**config.mk**
```make
export PLATFORM = sky130hd
export DESIGN_NAME = inst_fetch_flat
export DESIGN_NICKNAME = d
export VERILOG_FILES = /design/src/rtl/inst_fetch_if.sv /design/src/rtl/inst_fetch.sv /design/src/flat_wrapper.sv
export SDC_FILE = /design/constraint.sdc
export NUM_CORES = 1
export LEC_CHECK = 0
export CELL_PAD_IN_SITES_DETAIL_PLACEMENT = 0
export CELL_PAD_IN_SITES_GLOBAL_PLACEMENT = 1
export CORE_MARGIN = 5
export CORE_UTILIZATION = 25
export CTS_BUF_LIST = sky130_fd_sc_hd__clkbuf_16
export CTS_CLUSTER_SIZE = 14
export DETAILED_ROUTE_END_ITERATION = 7
export GPL_TIMING_DRIVEN = 0
export HOLD_SLACK_MARGIN = 0.03
export PLACE_DENSITY = 0.57
export SLEW_MARGIN = 20
export SYNTH_ARGS = -nofsm -noshare
export SYNTH_HDL_FRONTEND = slang
export SYNTH_SLANG_ARGS = --single-unit
```
**constraint.sdc**
```tcl
create_clock -name clk -period 9.2 [get_ports clk]
set_input_delay 1.84 -clock clk [delete_from_list [all_inputs] [get_ports clk]]
set_output_delay 1.84 -clock clk [all_outputs]
set_load 0.05 [all_outputs]
```
**src/rtl/inst_fetch_if.sv**
```systemverilog
// Fetch-unit bus: instruction-cache ports x/y, branch redirect, and decoder queue head.
interface inst_fetch_if;
  logic        en_rx;
  logic [31:0] pcx;
  logic        hitx;
  logic [31:0] instx;
  logic        en_ry;
  logic [31:0] pcy;
  logic        hity;
  logic [31:0] insty;
  logic        jump_en;
  logic [31:0] jump_pc;
  logic        iq_valid;
  logic [31:0] iq_inst;
  logic [31:0] iq_pc;
  logic        iq_ready;

  modport master (
    output en_rx, pcx, en_ry, pcy, iq_valid, iq_inst, iq_pc,
    input  hitx, instx, hity, insty, jump_en, jump_pc, iq_ready
  );

  modport slave (
    input  en_rx, pcx, en_ry, pcy, iq_valid, iq_inst, iq_pc,
    output hitx, instx, hity, insty, jump_en, jump_pc, iq_ready
  );
endinterface

```
**src/rtl/inst_fetch.sv**
```systemverilog
// Instruction fetch: IDLE/REQ/RESP fetch FSM feeding a DEPTH-entry instruction queue.
// Define FETCH_PAIR_EN for dual-port (x/y) issue; otherwise only port x is used.
`ifndef NULL_PTR
`define NULL_PTR 32'h0
`endif

module inst_fetch #(
  parameter int unsigned DEPTH    = 8,
  parameter logic [31:0] RESET_PC = 32'h0
) (
  input  logic         clk,
  input  logic         rst_n,
  input  logic         rdy,
  inst_fetch_if.master bus
);

  localparam int unsigned AW = $clog2(DEPTH);
  localparam int unsigned CW = AW + 1;
`ifdef FETCH_PAIR_EN
  localparam int unsigned NEED = 2;
`else
  localparam int unsigned NEED = 1;
`endif

  typedef enum logic [1:0] {IDLE, REQ, RESP} state_t;

  state_t          state;
  logic [31:0]     pc;
  logic [AW-1:0]   wr_ptr;
  logic [AW-1:0]   rd_ptr;
  logic [CW-1:0]   count;
  logic [31:0]     inst_mem [DEPTH];
  logic [31:0]     pc_mem   [DEPTH];

  logic [CW-1:0]   free_slots;
  logic            issue;
  logic            resp_ok;
  logic            push_x;
  logic            push_y;
  logic            pop;
  logic            nonempty;

  always_comb begin
    free_slots = CW'(DEPTH) - count;
    nonempty   = (count != '0);
    // Space for the whole issue is reserved up front, so pushes never overflow.
    issue      = rdy && (state == REQ) && (free_slots >= CW'(NEED));
    resp_ok    = rdy && (state == RESP) && !bus.jump_en;
    push_x     = resp_ok && bus.hitx;
`ifdef FETCH_PAIR_EN
    push_y     = push_x && bus.hity;
`else
    push_y     = 1'b0;
`endif
    pop        = rdy && !bus.jump_en && nonempty && bus.iq_ready;
  end

`ifndef FETCH_PAIR_EN
  logic unused_y;
  assign unused_y = ^{bus.hity, bus.insty};
`endif

  always_comb begin
    bus.en_rx    = issue;
    bus.pcx      = issue ? pc : `NULL_PTR;
`ifdef FETCH_PAIR_EN
    bus.en_ry    = issue;
    bus.pcy      = issue ? (pc + 32'd4) : `NULL_PTR;
`else
    bus.en_ry    = 1'b0;
    bus.pcy      = `NULL_PTR;
`endif
    bus.iq_valid = nonempty;
    bus.iq_inst  = nonempty ? inst_mem[rd_ptr] : '0;
    bus.iq_pc    = nonempty ? pc_mem[rd_ptr]   : '0;
  end

  always_ff @(posedge clk or negedge rst_n) begin
    if (!rst_n) begin
      state  <= IDLE;
      pc     <= RESET_PC;
      wr_ptr <= '0;
      rd_ptr <= '0;
      count  <= '0;
    end else if (rdy) begin
      if (bus.jump_en) begin
        state  <= REQ;
        pc     <= bus.jump_pc;
        wr_ptr <= '0;
        rd_ptr <= '0;
        count  <= '0;
      end else begin
        case (state)
          IDLE:    state <= REQ;
          REQ:     if (issue) state <= RESP;
          RESP:    state <= REQ;
          default: state <= IDLE;
        endcase
        if (push_x) pc <= pc + (push_y ? 32'd8 : 32'd4);
        wr_ptr <= wr_ptr + AW'(push_x) + AW'(push_y);
        if (pop) rd_ptr <= rd_ptr + AW'(1);
        count  <= count + CW'(push_x) + CW'(push_y) - CW'(pop);
      end
    end else if (state == RESP) begin
      // A response pending across a stall is dropped; the same pc is re-requested.
      state <= REQ;
    end
  end

  always_ff @(posedge clk) begin
    if (push_x) begin
      inst_mem[wr_ptr] <= bus.instx;
      pc_mem[wr_ptr]   <= pc;
    end
    if (push_y) begin
      inst_mem[wr_ptr + AW'(1)] <= bus.insty;
      pc_mem[wr_ptr + AW'(1)]   <= pc + 32'd4;
    end
  end

endmodule

```
**src/flat_wrapper.sv**
```systemverilog
// flat-port wrapper written by rule: the top's interface ports become plain ports
module inst_fetch_flat 
#(
  parameter int unsigned DEPTH    = 8,
  parameter logic [31:0] RESET_PC = 32'h0
)
  (clk, rst_n, rdy, bus_en_rx, bus_pcx, bus_en_ry, bus_pcy, bus_iq_valid, bus_iq_inst, bus_iq_pc, bus_hitx, bus_instx, bus_hity, bus_insty, bus_jump_en, bus_jump_pc, bus_iq_ready);
  inst_fetch_if bus_i ();
  input  logic clk;
  input  logic rst_n;
  input  logic rdy;
  output wire logic [$bits(bus_i.en_rx)-1:0] bus_en_rx;
  output wire logic [$bits(bus_i.pcx)-1:0] bus_pcx;
  output wire logic [$bits(bus_i.en_ry)-1:0] bus_en_ry;
  output wire logic [$bits(bus_i.pcy)-1:0] bus_pcy;
  output wire logic [$bits(bus_i.iq_valid)-1:0] bus_iq_valid;
  output wire logic [$bits(bus_i.iq_inst)-1:0] bus_iq_inst;
  output wire logic [$bits(bus_i.iq_pc)-1:0] bus_iq_pc;
  input wire logic [$bits(bus_i.hitx)-1:0] bus_hitx;
  input wire logic [$bits(bus_i.instx)-1:0] bus_instx;
  input wire logic [$bits(bus_i.hity)-1:0] bus_hity;
  input wire logic [$bits(bus_i.insty)-1:0] bus_insty;
  input wire logic [$bits(bus_i.jump_en)-1:0] bus_jump_en;
  input wire logic [$bits(bus_i.jump_pc)-1:0] bus_jump_pc;
  input wire logic [$bits(bus_i.iq_ready)-1:0] bus_iq_ready;
  assign bus_en_rx = bus_i.en_rx;
  assign bus_pcx = bus_i.pcx;
  assign bus_en_ry = bus_i.en_ry;
  assign bus_pcy = bus_i.pcy;
  assign bus_iq_valid = bus_i.iq_valid;
  assign bus_iq_inst = bus_i.iq_inst;
  assign bus_iq_pc = bus_i.iq_pc;
  assign bus_i.hitx = bus_hitx;
  assign bus_i.instx = bus_instx;
  assign bus_i.hity = bus_hity;
  assign bus_i.insty = bus_insty;
  assign bus_i.jump_en = bus_jump_en;
  assign bus_i.jump_pc = bus_jump_pc;
  assign bus_i.iq_ready = bus_iq_ready;
  inst_fetch #(.DEPTH(DEPTH), .RESET_PC(RESET_PC)) u_core (.clk(clk), .rst_n(rst_n), .rdy(rdy), .bus(bus_i));
endmodule
```
**Yosys cells after proc, flatten, opt, wreduce, memory -nomap -nowiden**

Memory sizes are Yosys's and may differ from the RTL's.
Cells that the tools add are included.

- Register bits after elaboration: 44
- RAM bits: 512
- Logic and storage cells: 51
- Memories kept: 2

Memory list:

| memory | words | bits a word | read ports | clocked after memory_dff | write ports | line | source |
|---|---|---|---|---|---|---|---|
| u_core.inst_mem | 8 | 32 | 1 | 0 | 1 | inst_fetch.sv:32 | `logic [31:0] inst_mem [DEPTH];` |
| u_core.pc_mem | 8 | 32 | 1 | 0 | 1 | inst_fetch.sv:33 | `logic [31:0] pc_mem [DEPTH];` |

- Add/subtract/negate cells: 6
- Magnitude comparators: 1
- Eq/ne operators: 3
- Muxes and demuxes: 16
- Reduce and logical (&&, ||, !) cells: 18

Operators with widths:

| operator | number |
|---|---|
| two-way mux 32 bit | 5 |
| adder 32 x 3 -> 32 bit (second input constant) | 1 |
| two-way mux 3 bit | 3 |
| logical AND 1 bit | 8 |
| two-way mux 2 bit | 4 |
| AND reduction 2 bit | 3 |
| nonzero test 2 bit | 3 |
| adder 4 x 1 -> 4 bit | 1 |
| greater-or-equal comparator 4 x 1 -> 1 bit (second input constant) | 1 |
| two-way mux 4 bit | 1 |
| != test 4 x 3 -> 1 bit (second input constant) | 1 |
| one-hot mux 2 bit (2 select lines) | 1 |
| nonzero test 4 bit | 1 |
| subtractor 4 x 1 -> 4 bit | 1 |
| subtractor 4 bit (first input constant) | 1 |
| adder 3 x 1 -> 3 bit | 1 |
| adder 3 x 1 -> 3 bit (second input constant) | 1 |
| equality test 2 x 1 -> 1 bit (second input constant) | 1 |
| equality test 2 bit (second input constant) | 1 |
| zero test 2 bit | 1 |
| two-way mux 1 bit | 2 |
| OR reduction 2 bit | 1 |
| zero test 1 bit | 1 |

**Depth between registers and ports, before layout**

Gate-level depths: netlist of the first run.

- Word-level depth: 7
- Gate-level depth with buffers: 13

**Worst setup path before layout of the first run**

OpenSTA, ideal clock, no wires.

- Kind: input to register
- Start point: input port bus_hitx
- End point: memory u_core.inst_mem[0][0] (enable)
- Library setup time: 0.644 ns
- Data arrival time: 8.601 ns
- Required time: 8.556 ns
- Slack: -0.045 ns
- Stages: 5
- Path buffers: 2
- Path through: and3b_1 clkbuf_1 nand2_1 clkbuf_1 nor4_1

- Cells in the longest elaborated chain, start to end: 3

RTL lines:

| element | line | source |
|---|---|---|
| start: declaration | flat_wrapper.sv:19 | `input wire logic [$bits(bus_i.hitx)-1:0] bus_hitx;` |
| logical AND 1 bit | inst_fetch.sv:49 | `push_x = resp_ok && bus.hitx;` |
| two-way mux 1 bit | inst_fetch.sv:111 | `if (push_x) begin` |
| two-way mux 1 bit (not written as such) | inst_fetch.sv:112 | `inst_mem[wr_ptr] <= bus.instx;` |
| end: declaration | inst_fetch.sv:32 |  |

No other way between the ends.

**Worst setup path in the final report of the first run**

- Start point: input port rdy
- End point: output port bus_pcx[15]

- Cells in the longest elaborated chain, start to end: 3

RTL lines:

| element | line | source |
|---|---|---|
| start: declaration | flat_wrapper.sv:11 | `input logic rdy;` |
| logical AND 1 bit (2 in a row) | inst_fetch.sv:47 | `issue = rdy && (state == REQ) && (free_slots >= CW'(NEED));` |
| two-way mux 32 bit (no source line) | n/a |  |
| end: declaration | flat_wrapper.sv:13 | `output wire logic [$bits(bus_i.pcx)-1:0] bus_pcx;` |

No other way between the ends.

==> results of run 1 <==
==> cell families after synthesis <==
logic type | share of synthesized area (%)
adder cells (fa/ha/maj) | 0.643
other | 0.0166
AND/OR/NAND/NOR | 5.24
AO/OA/AOI/OAI | 2.69
buffers and inverters | 2.49
flip-flops | 73.0
XOR/XNOR | 0.194
multiplexers | 15.7
==> critical path, stage by stage <==
cell and delay (ps):
clkdlybuf4s50_1 640, nand2_1 170, nor3_1 460, clkbuf_1 560
clkbuf_1 600, and2_1 210, clkdlybuf4s50_1 960
==> path summary, 6_finish.rpt <==
| check | from | endpoint | slack (ps) | cells past startpoint |
|---|---|---|---|---|
| max in group asynchronous | rst_n | u_core.rd_ptr[2] | 7490 | 1 |
| setup reg to reg | u_core.state[0] | u_core.inst_mem[4][15] | 5710 | 11 |
| min in group asynchronous | rst_n | u_core.pc[28] | 1270 | 1 |
| setup / recovery | rdy | bus_pcx[15] | 1890 | 7 |
| hold / removal | u_core.count[3] | u_core.count[3] | 540 | 2 |
| hold reg to reg | u_core.count[3] | u_core.count[3] | 540 | 2 |
==> sequential cells by signal, summed over array words and instances, names as in the netlist <==
name,count
u_core.rd_ptr,3
u_core.inst_mem,256
u_core.count,4
u_core.state,2
u_core.pc,32
u_core.pc_mem,256
u_core.wr_ptr,3
==> synthesized netlist by cell type (15+ instances only) <==
| cell type | instances |
|---|---|
| and2_1 | 29 |
| buf_4 | 34 |
| mux4_2 | 128 |
| mux2i_1 | 65 |
| nand2_1 | 32 |
| clkbuf_1 | 37 |
| nor2_1 | 83 |
| buf_2 | 15 |
| a21oi_1 | 25 |
| dfrtp_1 | 44 |
| edfxtp_1 | 512 |
| nand3_1 | 22 |
| o21ai_0 | 24 |
==> layer usage <==
metal  up-vias  track usage [%]
li1       5460                -
met1      6440             17.0
met2       327             20.8
met3        69             2.32
met4         0             3.45
met5         -                0
==> cell type report <==
cell class	instances	area, um2
repair buffers	234	2420
well taps	1176	1470
plain buffers	94	507
fillers	8687	61400
clock buffers	61	1530
inverters	15	56.3
clock inverters	47	328
multi-input cells	573	5720
flip-flops and latches	556	16500
==> report_power, final <==
part / switching [mW] / internal (mW)
Clock: 0.948 / 1.30
Combinational: 1.36 / 0.734
Sequential: 0.0976 / 2.83
==> stage by stage <==
step	hold slack (ps)	cells	total power, mW	utilization (%)
floorplan	490	1238	4.32	-
global placement	507	2581	5.10	28.8
detailed placement	523	2647	5.12	29.6
CTS	535	2755	7.40	31.7
global route	565	2756	7.60	31.7
finish	542	2756	7.27	31.7
==> impl_metrics.yaml, run 1 <==
timing:
  tightest_slew_ps: 1110
  skew_ps: 16.0
  min_period_ps: 7310
  fin_setup_tns_ps: 0
  fmax_ghz: 0.137
  setup_slack_ps: 1890
  rsz0062_at_grt: "false"
  drv_slew: 0
  relSlewSlack_pct: 25.6
  hold_viol: 0
  min_period_over_period_pct: 79.4
  setup_viol: 0
die:
  die_w_um: 311
  ios: 234
  die_h_um: 311
  coreArea_um2: 89900
  die-area_um2: 96400
  fp-row-count: 110
  start_util_pct: 25.1
place:
  placed_area_um2: 26600
  gp_congestion: 0.766
  dp_slack_ps: 1820
  dp_hpwl_um: 43700
  io_buffers: 167
min_path:
  hold_class: "flop to flop"
logic_synthesis:
  ys_warn_count: 0
  synth_edf_count: 512
  synth_ff_type: "edfxtp_1"
  synth_area_leaders: "edfxtp_1 68%, mux4_2 13%, dfrtp_1 4.9%, mux2i_1 2.9%, nor2_1 1.4%"
  synth.distinct_cells: 66
  synth_top_area_share_pct: 68.1
  syn_area_um2: 22600
  yosysTopAreaCell: "edfxtp_1"
  syn_area_per_cell_um2: 18.7
  syn_inst: 1206
  async_flop_share_pct: 7.91
  synth-seq-area-share_pct: 73.0
  ys_ff_latch: 556
clocking:
  cts_resized: 0
  worstSkewPairLatency_ps: 600
  h-tree-depth: 2
  postCtsSetupBuffers: 0
  root_buffer: "clkbuf_16"
  path_clk_slew_ps: 60
  numCtsBuffers: 59
  cts_hold_buf: 0
  clkSinkCount: 556
  cts_tree: "done"
  cts.path.max_buffers: 3
detailed_routing:
  drt_iter0_drc: 929
  routed_wl_um: 61700
  drtAntennaViolNets: 0
  wl_met1_um: 27200
  top_layer: "met4"
  met2_length_um: 30100
  avgRoutedWirePerCell_um: 22.4
  viasPerCell: 4.46
  dr.pass1.iters: 5
  route.met3.wl_um: 2960
  vias: 12300
  drc: 0
global_routing:
  grt_pass1_wl_um: 90500
  grt_max_degree: 45
  track_usage_pct: 12.5
  antenna_found_initial: 0
  gr-total-overflow: 0
  grt_pass1_vias: 13000
critical_path:
  worst_ep_arrival_time_ps: 5470
  end_kind: "output pin"
  critical_path.max_fanout: 10
  crit_type: "input pin to output pin"
  required_ps: 7360
  crit_path_start_kind: "input pin"
cells_and_area:
  num_antenna_cells: 0
  fin_nets: 1647
  syn_to_final_growth_pct: 26.3
  most-common-layout-cells: "512 x edfxtp_1, 166 x clkdlybuf4s50_1, 128 x mux4_2"
  final_common_cell: "edfxtp_1"
  drive_above_1_share_pct: 22.2
  final_area_um2: 28500
power_and_ir_drop:
  p_leak_nw: 9.15
  power_density_nw_per_um2: 255
  ir_drop_mv: 0.124
flow_run:
  max_cap_viol_count: 0
run_status:
  status: "finished, final reports clean"
(Power assumes the default switching activity.)
==> run 2: changes to the inputs <==
--- a/config.mk
+++ b/config.mk
@@ -14,7 +14,7 @@
 export DETAILED_ROUTE_END_ITERATION = 7
 export GPL_TIMING_DRIVEN = 0
 export HOLD_SLACK_MARGIN = 0.03
-export PLACE_DENSITY = 0.57
+export PLACE_DENSITY = 0.59
 export SLEW_MARGIN = 20
 export SYNTH_ARGS = -nofsm -noshare
 export SYNTH_HDL_FRONTEND = slang
==> constraint.sdc (replaced) <==
create_clock -name clk -period 6.17 [get_ports clk]
set_input_delay 1.234 -clock clk [delete_from_list [all_inputs] [get_ports clk]]
set_output_delay 1.234 -clock clk [all_outputs]
set_load 0.05 [all_outputs]
==> impl_metrics.yaml, run 2 (synthesis gave the netlist of run 1 again) <==
run_status:
  status: "finished, final reports clean"
cells_and_area:
  n_fill_cell: 8708
  final_area_um2: 28400
  drive_above_1_share_pct: 22.2
  syn_to_final_growth_pct: 26.0
  fin_util_pct: 31.6
  final_common_cell: "edfxtp_1"
  most-common-layout-cells: "512 x edfxtp_1, 166 x clkdlybuf4s50_1, 128 x mux4_2"
  top_regs: "u_core.inst_mem x256, u_core.pc_mem x256, u_core.pc x32"
  regArea_um2: 16500
  fin_cells: 2741
  fin_nets: 1632
  multi_input_area_um2: 5730
detailed_routing:
  drtAntennaViolNets: 0
  routed_wl_um: 62300
  vias: 12300
  drc: 0
  dr.pass1.iters: 5
  viasPerCell: 4.49
  avgRoutedWirePerCell_um: 22.7
  drt_iter0_drc: 990
clocking:
  h-tree-depth: 2
  worstSkewPairLatency_ps: 630
  root_buffer: "clkbuf_16"
  path_clk_slew_ps: 60
  clkSinkCount: 556
  cts.path.max_buffers: 3
  cts_tree: "done"
  numCtsBuffers: 57
  postCtsSetupBuffers: 0
  cts_hold_buf: 0
  cts_resized: 1
timing:
  skew_ps: 40.6
  min_period_over_period_pct: 96.7
  fmax_ghz: 0.168
  relSlewSlack_pct: 27.7
  tightest_slew_ps: 1080
  rsz0062_at_grt: "false"
  drv_slew: 0
  setup_viol: 0
  min_period_ps: 5960
  hold_viol: 0
  holdWs_ps: 544
die:
  coreArea_um2: 89900
  die_h_um: 311
  ios: 234
  die_w_um: 311
  fp-row-count: 110
  start_util_pct: 25.1
  die-area_um2: 96400
place:
  dp_cells: 2635
  io_buffers: 167
  gp_congestion: 0.788
  placed_area_um2: 26600
  dp_hpwl_um: 44000
critical_path:
  crit_path_start_kind: "input pin"
  timing.rr.start: "u_core.state[0]"
  worst_ep_arrival_time_ps: 4730
  r2r_slack_ps: 2540
  r2r_cells: 11
  critical_path.max_fanout: 10
  crit_type: "input pin to output pin"
  r2r_end: "u_core.inst_mem[4][15]"
  required_ps: 4940
  end_kind: "output pin"
global_routing:
  antenna_found_initial: 4
  grt_pass1_wl_um: 91300
  track_usage_pct: 12.6
  grt_max_degree: 45
  grt_pass1_vias: 13100
  gr-total-overflow: 0
power_and_ir_drop:
  p_leak_nw: 9.06
  ir_drop_mv: 0.175
  power.switching_mw: 3.64
  power_density_nw_per_um2: 383
  power.share.clock_pct: 31.4
  p_int_mw: 7.27
  switching_share_pct: 33.3
  p_seq_share_pct: 40.0
  p_comb_share_pct: 28.6
min_path:
  whs_path_depth: 2
  holdPathEnd: "u_core.count[3]"
  hp-start: "u_core.count[3]"
  hold_class: "flop to flop"
flow_run:
  max_cap_viol_count: 0
-- run 2: power by group through the flow --
| stage | Sequential, mW | Clock, mW | Combinational, mW |
|---|---|---|---|
| after floorplan | 4.37 | 0 | 2.08 |
| after CTS | 4.36 | 3.53 | 3.20 |
| after global routing | 4.37 | 3.70 | 3.32 |
| after detailed placement | 4.44 | 0 | 3.19 |
| after global placement | 4.43 | 0 | 3.17 |
| final | 4.36 | 3.43 | 3.12 |
-- run 2: final cells by class --
cell class | count | area share (%)
Sequential cell | 556 | 57.9
Multi-Input combinational cell | 573 | 20.1
Timing Repair Buffer | 221 | 8.16
Tap cell | 1176 | 5.17
Clock buffer | 58 | 5.10
Buffer | 94 | 1.79
Clock inverter | 47 | 1.50
Inverter | 15 | 0.198
Antenna cell | 1 | 0.00880
-- run 2: worst max path at each step --
stage	from	to	slack, ps
after floorplan	bus_hitx	u_core.inst_mem[1][0]	-770
after global placement	rdy	u_core.inst_mem[2][6]	-7510
after detailed placement	rdy	bus_pcx[13]	-60
after CTS	u_core.count[2]	bus_iq_pc[16]	150
after global routing	u_core.count[2]	bus_iq_pc[14]	70
final	rdy	bus_pcx[13]	210
-- run 2: worst max-delay path, cell delays in order --
cell,delay [ps]
clkdlybuf4s50_1,640
nand2_1,170
nor3_1,400
clkbuf_2,400
clkbuf_1,610
and2_1,390
clkdlybuf4s50_1,860
-- run 2: layer usage --
metal / track usage [%] / share of wire, % / vias up
met5: 0 / 0 / -
met4: 2.66 / 1.8 / 0
met3: 1.98 / 4.4 / 70
met2: 21.1 / 49 / 313
met1: 17.6 / 45 / 6488
li1: - / - / 5426
-- run 2: through the flow --
stage | total power, mW | TNS [ps] | worst slack [ps]
after global placement | 7.61 | -2650610 | -7510
after CTS | 11.1 | 0 | 151
final | 10.9 | 0 | 207
after global routing | 11.4 | 0 | 66.0
after detailed placement | 7.63 | -145 | -61.2
after floorplan | 6.44 | -147210 | -767
==> run 3: changes to the inputs <==
--- a/config.mk
+++ b/config.mk
@@ -10,10 +10,12 @@
 export CORE_MARGIN = 5
 export CORE_UTILIZATION = 25
 export CTS_BUF_LIST = sky130_fd_sc_hd__clkbuf_16
+export CTS_CLUSTER_DIAMETER = 150
 export CTS_CLUSTER_SIZE = 14
 export DETAILED_ROUTE_END_ITERATION = 7
 export GPL_TIMING_DRIVEN = 0
 export HOLD_SLACK_MARGIN = 0.03
+export MAX_ROUTING_LAYER = met4
 export PLACE_DENSITY = 0.59
 export SLEW_MARGIN = 20
 export SYNTH_ARGS = -nofsm -noshare
==> impl_metrics.yaml, run 3 (synthesis gave the netlist of run 1 again) <==
min_path:
  hp-start: "u_core.count[3]"
  holdPathEnd: "u_core.count[3]"
  hold_class: "flop to flop"
  whs_path_depth: 2
clocking:
  postCtsSetupBuffers: 0
  cts_resized: 1
  cts.path.max_buffers: 3
  cts_tree: "done"
  h-tree-depth: 2
  clkSinkCount: 556
  path_clk_slew_ps: 70
  cts_hold_buf: 0
  root_buffer: "clkbuf_16"
  worstSkewPairLatency_ps: 580
  numCtsBuffers: 45
detailed_routing:
  dr.pass1.iters: 5
  drc: 0
  drt_iter0_drc: 883
  routed_wl_um: 62400
  drtAntennaViolNets: 0
  vias: 12300
  viasPerCell: 4.53
  avgRoutedWirePerCell_um: 23.0
timing:
  holdWs_ps: 539
  hold_viol: 0
  skew_ps: 33.7
  fmax_ghz: 0.169
  setup_viol: 0
  min_period_ps: 5920
  relSlewSlack_pct: 25.9
  rsz0062_at_grt: "false"
  tightest_slew_ps: 1110
  drv_slew: 0
  fin_setup_tns_ps: 0
  setup_slack_ps: 247
  min_period_over_period_pct: 96.0
place:
  dp_slack_ps: -61.2
  gp_congestion: 0.799
  dp_hpwl_um: 44000
  io_buffers: 167
die:
  die_h_um: 311
  start_util_pct: 25.1
  die_w_um: 311
  coreArea_um2: 89900
  ios: 234
  fp-row-count: 110
  die-area_um2: 96400
critical_path:
  worst_ep_arrival_time_ps: 4690
  timing.rr.start: "u_core.state[0]"
  r2r_slack_ps: 2580
  r2r_cells: 11
  max_stage_delay_ps: 860
  cp_common_cell: "clkdlybuf4s50_1"
  end_kind: "output pin"
  crit_type: "input pin to output pin"
  path_cells: "clkdlybuf4s50_1 > nand2_1 > nor3_1 > clkbuf_2 > clkbuf_1 > and2_1 > clkdlybuf4s50_1"
  critical_path.max_fanout: 10
  r2r_end: "u_core.inst_mem[4][13]"
  slowest_stage: "clkdlybuf4s50_1"
  crit_path_start_kind: "input pin"
  required_ps: 4940
global_routing:
  gr-total-overflow: 0
  grt_pass1_vias: 13000
  grt_pass1_wl_um: 90800
  track_usage_pct: 13.0
  grt_max_degree: 45
  antenna_found_initial: 2
cells_and_area:
  most-common-layout-cells: "512 x edfxtp_1, 166 x clkdlybuf4s50_1, 128 x mux4_2"
  fin_nets: 1620
  final_common_cell: "edfxtp_1"
  top_regs: "u_core.inst_mem x256, u_core.pc_mem x256, u_core.pc x32"
  syn_to_final_growth_pct: 23.4
  drive_above_1_share_pct: 19.8
power_and_ir_drop:
  total_power_mw: 10.1
  power_density_nw_per_um2: 364
  ir_drop_mv: 0.176
  p_leak_nw: 8.83
flow_run:
  max_cap_viol_count: 0
run_status:
  status: "finished, final reports clean"
## run 3: worst max-delay path: cells and delay by family
family        cells  cell delay [ps]
buf+inv           4             2510
simple gates      3              920
## run 3: worst max path at each step
stage	startpoint	endpoint	slack (ps)	cells after the start
after floorplan	bus_hitx	u_core.inst_mem[1][0]	-770	5
final	rdy	bus_pcx[15]	250	7
after global routing	u_core.count[2]	bus_iq_pc[16]	110	7
after CTS	rdy	bus_pcx[13]	190	7
after global placement	rdy	u_core.inst_mem[2][6]	-7510	5
after detailed placement	rdy	bus_pcx[13]	-60	7
## run 3: cell type report
type / count / area [um2]
Buffer: 94 / 508
Multi-Input combinational cell: 573 / 5730
Fill cell: 8759 / 62000
Inverter: 15 / 56.3
Tap cell: 1176 / 1470
Timing Repair Buffer: 221 / 2320
Antenna cell: 2 / 5.00
Clock inverter: 26 / 110
Sequential cell: 556 / 16500
Clock buffer: 47 / 1180
## run 3: power by group
part / leakage, nW / total [mW] / switching [mW] / internal [mW]
combinational: 2.97 / 3.12 / 2.03 / 1.09
sequential: 5.14 / 4.36 / 0.149 / 4.21
clock: 0.719 / 2.65 / 1.29 / 1.36
total: 8.83 / 10.1 / 3.46 / 6.66
## run 3: stage by stage
stage          cell area (um2)  std cells  utilization (%)
2_1_floorplan            22700       1238                -
3_3_place_gp             25900       2581             28.8
3_5_place_dp             26600       2635             29.6
4_1_cts                  27800       2708             31.0
5_1_grt                  27900       2709             31.0
6_report                 27900       2710             31.0
## run 3: routing by layer
metal  share of wire, %  track usage (%)  wire [um]
met5                  0                -          0
met3                4.0             1.67       2510
met4                1.9             2.68       1160
met2                 49             20.9      30300
met1                 45             17.8      28400
